`config.mk`:
```
export PLATFORM = sky130hd
export DESIGN_NAME = reorder_buffer
export DESIGN_NICKNAME = d
export VERILOG_FILES = /design/src/rtl/reorder_buffer.sv
export SDC_FILE = /design/constraint.sdc
export NUM_CORES = 2
export LEC_CHECK = 0
export ABC_AREA = 1
export ABC_CLOCK_PERIOD_IN_PS = 2600
export CORE_MARGIN = 1
export CORE_UTILIZATION = 35
export DETAILED_ROUTE_END_ITERATION = 6
export MAX_ROUTING_LAYER = met4
export PLACE_DENSITY = 0.63
export SYNTH_ARGS = -nofsm -noshare
export SYNTH_HDL_FRONTEND = slang
export SYNTH_SLANG_ARGS = --single-unit
```
`constraint.sdc`:
```
create_clock -name clock -period 2.6 [get_ports clock]
set_input_delay 0.52 -clock clock [delete_from_list [all_inputs] [get_ports clock]]
set_output_delay 0.52 -clock clock [all_outputs]
set_load 0.05 [all_outputs]
```
`src/rtl/reorder_buffer.sv`:
```
// Circular reorder buffer: allocates entries for the issue stage, captures
// CDB results, serves operand reads by ROB tag and retires the head in order.
// Tag 0 is reserved ("value lives in the register file"); live tags are
// 1..ROB_ENTRIES and both pointers wrap from ROB_ENTRIES back to 1.
// Optional feature macro: ROB_CDB_BYPASS_EN -- when defined, read ports
// forward a same-cycle non-store CDB result instead of waiting a cycle.

`ifndef XLEN
`define XLEN 32
`endif
`ifndef ROB_TAG_LEN
`define ROB_TAG_LEN 3
`endif

module reorder_buffer #(
    parameter int ROB_ENTRIES = (1 << `ROB_TAG_LEN) - 1
) (
    input  logic                    clock,
    input  logic                    reset,
    input  logic                    alloc_enable,
    input  logic                    alloc_wr_mem,
    input  logic [4:0]              alloc_dest_reg,
    input  logic [`XLEN-1:0]        alloc_value_in,
    input  logic                    alloc_value_in_valid,
    input  logic [`ROB_TAG_LEN-1:0] alloc_store_dep,
    input  logic [2:0]              alloc_mem_size,
    output logic                    rob_full,
    output logic [`ROB_TAG_LEN-1:0] rob_tail_tag,
    input  logic [`ROB_TAG_LEN-1:0] rs1_rob_tag,
    input  logic [`ROB_TAG_LEN-1:0] rs2_rob_tag,
    output logic [`XLEN-1:0]        rs1_read_rob_value,
    output logic [`XLEN-1:0]        rs2_read_rob_value,
    output logic                    rs1_read_rob_ready,
    output logic                    rs2_read_rob_ready,
    input  logic                    cdb_valid,
    input  logic [`ROB_TAG_LEN-1:0] cdb_tag,
    input  logic [`XLEN-1:0]        cdb_value,
    output logic                    commit,
    output logic [`ROB_TAG_LEN-1:0] rob_entry_commit,
    output logic [4:0]              rd_commit,
    output logic [`XLEN-1:0]        commit_value,
    output logic                    commit_wr_mem,
    output logic [`XLEN-1:0]        commit_mem_addr,
    output logic [2:0]              commit_mem_size
);

    localparam int TW = `ROB_TAG_LEN;
    localparam int XW = `XLEN;
    localparam int CW = $clog2(ROB_ENTRIES + 1);
    localparam logic [TW-1:0] LAST_TAG   = TW'(ROB_ENTRIES);
    localparam logic [CW-1:0] FULL_COUNT = CW'(ROB_ENTRIES);

    logic [TW-1:0] head_reg, head_next;
    logic [TW-1:0] tail_reg, tail_next;
    logic [CW-1:0] count_reg, count_next;

    logic alloc_do;
    logic commit_do;
    logic cdb_live;

    // Flattened per-entry views; index 0 is a permanently empty slot so a
    // tag can index these arrays directly.
    logic          valid_arr  [0:ROB_ENTRIES];
    logic          ready_arr  [0:ROB_ENTRIES];
    logic          wr_mem_arr [0:ROB_ENTRIES];
    logic [4:0]    dest_arr   [0:ROB_ENTRIES];
    logic [XW-1:0] value_arr  [0:ROB_ENTRIES];
    logic [XW-1:0] addr_arr   [0:ROB_ENTRIES];
    logic [2:0]    size_arr   [0:ROB_ENTRIES];

    // Store data as resolved at allocation time (shared by whichever entry is the tail).
    logic [XW-1:0] st_data;
    logic          st_data_ready;
    logic [TW-1:0] st_dep;

    function automatic logic [TW-1:0] ptr_inc(input logic [TW-1:0] p);
        return (p == LAST_TAG) ? TW'(1) : p + TW'(1);
    endfunction

    assign valid_arr[0]  = 1'b0;
    assign ready_arr[0]  = 1'b0;
    assign wr_mem_arr[0] = 1'b0;
    assign dest_arr[0]   = '0;
    assign value_arr[0]  = '0;
    assign addr_arr[0]   = '0;
    assign size_arr[0]   = '0;

    // Full is judged on the pre-edge count, so a full buffer that retires this
    // cycle still refuses the allocation.
    assign rob_full     = (count_reg == FULL_COUNT);
    assign rob_tail_tag = tail_reg;
    assign alloc_do     = alloc_enable && !rob_full;
    assign commit_do    = valid_arr[head_reg] && ready_arr[head_reg];
    assign cdb_live     = cdb_valid && (cdb_tag != '0) && valid_arr[cdb_tag];

    // Pointer and occupancy next-state.
    always_comb begin
        head_next  = commit_do ? ptr_inc(head_reg) : head_reg;
        tail_next  = alloc_do  ? ptr_inc(tail_reg) : tail_reg;
        count_next = count_reg + CW'(alloc_do) - CW'(commit_do);
    end

    // Pointer and occupancy registers.
    always_ff @(posedge clock) begin
        if (reset) begin
            head_reg  <= TW'(1);
            tail_reg  <= TW'(1);
            count_reg <= '0;
        end else begin
            head_reg  <= head_next;
            tail_reg  <= tail_next;
            count_reg <= count_next;
        end
    end

    // Resolve store data for a new store: explicit value, same-cycle CDB of the
    // producer, or an already-finished producer entry; otherwise remember the dep.
    // A dep tag of 0 means the data came from the register file with the alloc.
    always_comb begin
        st_data       = alloc_value_in;
        st_data_ready = 1'b0;
        st_dep        = '0;
        if (alloc_value_in_valid || (alloc_store_dep == '0)) begin
            st_data_ready = 1'b1;
        end else if (cdb_live && (cdb_tag == alloc_store_dep)) begin
            st_data       = cdb_value;
            st_data_ready = 1'b1;
        end else if (valid_arr[alloc_store_dep] && ready_arr[alloc_store_dep]) begin
            st_data       = value_arr[alloc_store_dep];
            st_data_ready = 1'b1;
        end else begin
            st_dep = alloc_store_dep;
        end
    end

    for (genvar gi = 1; gi <= ROB_ENTRIES; gi++) begin : g_entry
        localparam logic [TW-1:0] MY_TAG = TW'(gi);

        logic          valid_reg;
        logic          ready_reg;
        logic          wr_mem_reg;
        logic          addr_ready_reg;
        logic          data_ready_reg;
        logic [4:0]    dest_reg;
        logic [XW-1:0] value_reg;
        logic [XW-1:0] addr_reg;
        logic [TW-1:0] dep_reg;
        logic [2:0]    size_reg;
        logic          alloc_hit;
        logic          commit_hit;

        assign alloc_hit  = alloc_do  && (tail_reg == MY_TAG);
        assign commit_hit = commit_do && (head_reg == MY_TAG);

        // Entry state: clear on reset/retire, load on allocate, else absorb CDB traffic.
        always_ff @(posedge clock) begin
            if (reset || commit_hit) begin
                valid_reg      <= 1'b0;
                ready_reg      <= 1'b0;
                wr_mem_reg     <= 1'b0;
                addr_ready_reg <= 1'b0;
                data_ready_reg <= 1'b0;
                dest_reg       <= '0;
                value_reg      <= '0;
                addr_reg       <= '0;
                dep_reg        <= '0;
                size_reg       <= '0;
            end else if (alloc_hit) begin
                valid_reg      <= 1'b1;
                wr_mem_reg     <= alloc_wr_mem;
                dest_reg       <= alloc_dest_reg;
                size_reg       <= alloc_mem_size;
                addr_reg       <= '0;
                addr_ready_reg <= 1'b0;
                if (alloc_wr_mem) begin
                    ready_reg      <= 1'b0;
                    value_reg      <= st_data;
                    data_ready_reg <= st_data_ready;
                    dep_reg        <= st_dep;
                end else begin
                    ready_reg      <= alloc_value_in_valid;
                    value_reg      <= alloc_value_in;
                    data_ready_reg <= 1'b0;
                    dep_reg        <= '0;
                end
            end else if (valid_reg) begin
                // Own result: stores receive their effective address here.
                if (cdb_live && (cdb_tag == MY_TAG)) begin
                    if (wr_mem_reg) begin
                        addr_reg       <= cdb_value;
                        addr_ready_reg <= 1'b1;
                    end else begin
                        value_reg <= cdb_value;
                        ready_reg <= 1'b1;
                    end
                end
                // Pending store data snooped from its producer's broadcast.
                if (wr_mem_reg && !data_ready_reg && cdb_live && (cdb_tag == dep_reg)) begin
                    value_reg      <= cdb_value;
                    data_ready_reg <= 1'b1;
                end
            end
        end

        assign valid_arr[gi]  = valid_reg;
        assign ready_arr[gi]  = wr_mem_reg ? (data_ready_reg && addr_ready_reg) : ready_reg;
        assign wr_mem_arr[gi] = wr_mem_reg;
        assign dest_arr[gi]   = dest_reg;
        assign value_arr[gi]  = value_reg;
        assign addr_arr[gi]   = addr_reg;
        assign size_arr[gi]   = size_reg;
    end

    // Two identical operand read ports.
    for (genvar gi = 0; gi < 2; gi++) begin : g_read
        logic [TW-1:0] tag;
        logic [XW-1:0] val;
        logic          rdy;

        assign tag = (gi == 0) ? rs1_rob_tag : rs2_rob_tag;

        // Tag 0 reads as not-ready zero; store entries never report ready.
        always_comb begin
            val = '0;
            rdy = 1'b0;
            if (tag != '0) begin
                val = value_arr[tag];
                rdy = valid_arr[tag] && !wr_mem_arr[tag] && ready_arr[tag];
`ifdef ROB_CDB_BYPASS_EN
                if (cdb_live && (cdb_tag == tag) && !wr_mem_arr[cdb_tag]) begin
                    val = cdb_value;
                    rdy = 1'b1;
                end
`endif
            end
        end
    end

    assign rs1_read_rob_value = g_read[0].val;
    assign rs1_read_rob_ready = g_read[0].rdy;
    assign rs2_read_rob_value = g_read[1].val;
    assign rs2_read_rob_ready = g_read[1].rdy;

    // Commit outputs straight from the head; all zero when nothing retires.
    always_comb begin
        commit           = 1'b0;
        rob_entry_commit = '0;
        rd_commit        = '0;
        commit_value     = '0;
        commit_wr_mem    = 1'b0;
        commit_mem_addr  = '0;
        commit_mem_size  = '0;
        if (commit_do) begin
            commit           = 1'b1;
            rob_entry_commit = head_reg;
            commit_value     = value_arr[head_reg];
            commit_wr_mem    = wr_mem_arr[head_reg];
            if (wr_mem_arr[head_reg]) begin
                commit_mem_addr = addr_arr[head_reg];
                commit_mem_size = size_arr[head_reg];
            end else begin
                rd_commit = dest_arr[head_reg];
            end
        end
    end

endmodule

```
==> flow_metrics.env <==
export IMPL_drv_cap=0
export IMPL_synthToLayoutAreaGrowth_pct=40.5
export IMPL_switching_share_pct=40.7
export IMPL_syn_area_um2=34900
export IMPL_setup_viol=86
export IMPL_pwr_share_comb_pct=42.1
export IMPL_tns_ns=-46.29
export IMPL_dr_pass1_iters=6
export IMPL_drt_wl_total_mm=195
export IMPL_cts_tree="built"
export IMPL_grt_pass1_vias=40200
export IMPL_synth_edff_count=0
export IMPL_grt_pass1_wl_mm=275
export IMPL_synth_common_cells="nand2_1 (1,207), a21oi_1 (805), o21ai_0 (731)"
export IMPL_status="finished, violations left"
export IMPL_critPathLaunchType="flop"
export IMPL_power_density_nw_per_um2=695
export IMPL_die_w_um=318
export IMPL_clk_latency_ns=0.66
export IMPL_hold_path_class="reg2reg"
export IMPL_vias=44500
export IMPL_synth_most_common_cell="nand2_1"
export IMPL_ios=237
export IMPL_drc_errors=0
export IMPL_ctsRootBufferMaster="clkbuf_16"
export IMPL_whs_path_depth=2
export IMPL_seq_area_frac_synth_pct=32.7
export IMPL_p_int_mw=20.2
export IMPL_io_buffers=236
export IMPL_synth_ff_type="dfxtp_1"
export IMPL_fp_row_count=115
export IMPL_rsz0062_at_grt="true"
export IMPL_synth_cells=5569
export IMPL_yosys_top_cells_area="dfxtp_1 (33%), nand2_1 (13%), a21oi_1 (12%)"
export IMPL_async_flop_share_pct=0
export IMPL_crit_fanout=6
export IMPL_clkTransAtPathRegs_ns=0.05
export IMPL_overflow=0
export IMPL_yosys_area_top_type="dfxtp_1"
export IMPL_maxSlewHeadroom_pct=49.8
export IMPL_crit_arrival_ns=2.79
export IMPL_clkPwrFrac_pct=30.3
export IMPL_crit_required_ns=2.08
export IMPL_grt_max_degree=67
export IMPL_wl_per_cell_um=26.6
export IMPL_p_leak_nw=20.1
export IMPL_dp_cells=7116
export IMPL_rr_worst_depth=16
export IMPL_cts_max_path_buffers=3
export IMPL_grt_total_usage_pct=37.5
export IMPL_p_switching_mw=13.9
export IMPL_n_fill_cell=9712
export IMPL_die_height_um=318
export IMPL_die_area_um2=101000
export IMPL_drive_gt1_share_pct=19.0
export IMPL_htreeDepth=3
export IMPL_p_seq_share_pct=27.7
export IMPL_period_share_pct=127
export IMPL_coreArea_um2=98600
export IMPL_period_minus_slack_ns=3.31
export IMPL_drt_iter0_drc=6430
export IMPL_layout_setup_ws_ns=-0.708
export IMPL_antenna_found_initial=6
export IMPL_holdBufCountCts=0
export IMPL_ir_drop_uv=543
export IMPL_worst_slew_pin_slew_ns=0.753
export IMPL_nNetsFinal=6070
export IMPL_ant_nets=0
export IMPL_syn_avg_cell_area_um2=6.26
export IMPL_yosys_warnings=0
export IMPL_crit_type="reg2out"
export IMPL_seq_area_um2=11400
export IMPL_skew_ns=0.0481
export IMPL_multi_input_area_um2=21500
export IMPL_synthesis_nets=5674
export IMPL_numCtsBuffers=70
export IMPL_violations="setup timing"
export IMPL_start_util_pct=35.4
export IMPL_vias_per_cell=6.08
export IMPL_yosysUniqueCellTypes=52
export IMPL_cts_sinks=569
export IMPL_netlist_area_leader_share_pct=32.7
export IMPL_final_cells=7314
export IMPL_gp_congestion=1.03
export IMPL_clock_fmax_ghz=0.302
export IMPL_dpl_hpwl_mm=122
export IMPL_final_hold_violation_count=0
export IMPL_ys_ff_latch=569
export IMPL_timing_critical_path_to_type="primary output"
export IMPL_drv_slew=0
[through the flow]
| step | cell area [µm²] | hold slack (ns) | worst slack [ns] | power [mW] | utilization [%] |
|---|---|---|---|---|---|
| 6_report | 49000 | 0.448 | -0.708 | 34.1 | 49.7 |
| 5_1_grt | 49000 | 0.468 | -0.724 | 35.0 | 49.7 |
| 4_1_cts | 48200 | 0.452 | -0.681 | 32.9 | 48.9 |
| 3_5_place_dp | 44800 | 0.440 | -0.432 | 21.2 | 45.5 |
| 3_3_place_gp | 44800 | 0.436 | -0.435 | 21.2 | 45.5 |
| 2_1_floorplan | 36400 | 0.423 | -0.201 | 16.2 | - |
[area by class of cell]
cell class	count	area share, %
Clock buffer	101	4.04
Clock inverter	26	0.773
Sequential cell	569	23.3
Timing Repair Buffer	800	20.6
Multi-Input combinational cell	4006	43.9
Antenna cell	7	0.0357
Inverter	517	4.06
Tap cell	1287	3.28
Timing Repair inverter	1	0.0332
[worst max-delay path, cell delays in order (launching register included)]
cell and delay, ns:
dfxtp_4 0.39, buf_12 0.15, buf_4 0.14, a21oi_4 0.15, nor2_4 0.06, a31oi_4 0.24
clkinv_4 0.12, buf_12 0.16, buf_16 0.16, buf_4 0.15, a211oi_4 0.24, buf_12 0.18
[worst paths after layout]
| path | from | to | slack, ns |
|---|---|---|---|
| worst max-delay path | head_reg[0] | commit_mem_addr[8] | -0.71 |
| worst min-delay path | g_entry[3].addr_ready_reg | g_entry[3].addr_ready_reg | 0.45 |
| worst max register to register | head_reg[0] | count_reg[2] | -0.12 |
| worst min register to register | g_entry[3].addr_ready_reg | g_entry[3].addr_ready_reg | 0.45 |
[logic make-up (layout without fill, tap and decap cells)]
group	count (synthesis)	in the layout	share of synthesized area, %
compound gates	1986	1986	31.3
xor+xnor	16	16	0.402
fa+ha+maj	15	15	0.560
buf+inv	994	1445	11.4
flops	569	569	32.7
mux	17	17	0.488
other cells	0	7	0
simple gates	1972	1972	23.2
[timing repair]
item | 4_1_cts | 5_1_grt
gates resized for setup | 105 | 149
gates cloned | 13 | 9
buffers inserted | 25 | 20
setup endpoints to repair | 168 | 218
pin swaps | 28 | 35
[power by group through the flow]
stage	logic [mW]	clock network, mW	registers, mW
2_1_floorplan	6.73	0	9.46
3_3_place_gp	11.6	0	9.60
3_5_place_dp	11.6	0	9.60
4_1_cts	13.2	10.3	9.41
5_1_grt	14.8	10.7	9.46
6_report	14.3	10.3	9.43
[per-layer routing]
layer	part of all wire (%)	routed length, µm	vias up	global-route usage (%)
li1	-	-	19500	-
met1	37	72500	20700	45.9
met2	43	82800	3355	56.2
met3	13	25600	905	9.36
met4	7.1	13800	0	20.7
met5	0	0	-	-
[layout by cell type (no fill, tap or decap), types with 13 or more instances in the layout]
| master | synthesis | routed |
|---|---|---|
| o211ai_1 | 41 | 41 |
| buf_4 | 15 | 394 |
| dfxtp_1 | 569 | 554 |
| nand3_2 | 8 | 13 |
| o21ai_0 | 731 | 695 |
| nor2_1 | 374 | 358 |
| clkdlybuf4s50_1 | 0 | 84 |
| a21oi_1 | 805 | 749 |
| a21oi_4 | 1 | 29 |
| o32ai_1 | 32 | 32 |
| a21boi_0 | 34 | 34 |
| buf_6 | 7 | 29 |
| inv_2 | 22 | 28 |
| o21ai_2 | 1 | 17 |
| o22ai_1 | 46 | 46 |
| buf_16 | 0 | 15 |
| a211oi_4 | 0 | 32 |
| a221oi_1 | 64 | 53 |
| nand2_1 | 1207 | 1192 |
| ha_1 | 14 | 13 |
| a31oi_2 | 0 | 34 |
| o21ai_1 | 96 | 116 |
| nor2_4 | 5 | 13 |
| nand2_2 | 8 | 19 |
| a21oi_2 | 2 | 30 |
| inv_1 | 489 | 478 |
| clkbuf_1 | 294 | 21 |
| mux2i_1 | 17 | 17 |
| a311oi_4 | 0 | 29 |
| buf_12 | 0 | 253 |
| nand4_1 | 18 | 18 |
| clkbuf_16 | 0 | 79 |
| nand3_1 | 313 | 306 |
Note: power is estimated with default switching activity, not from simulation.
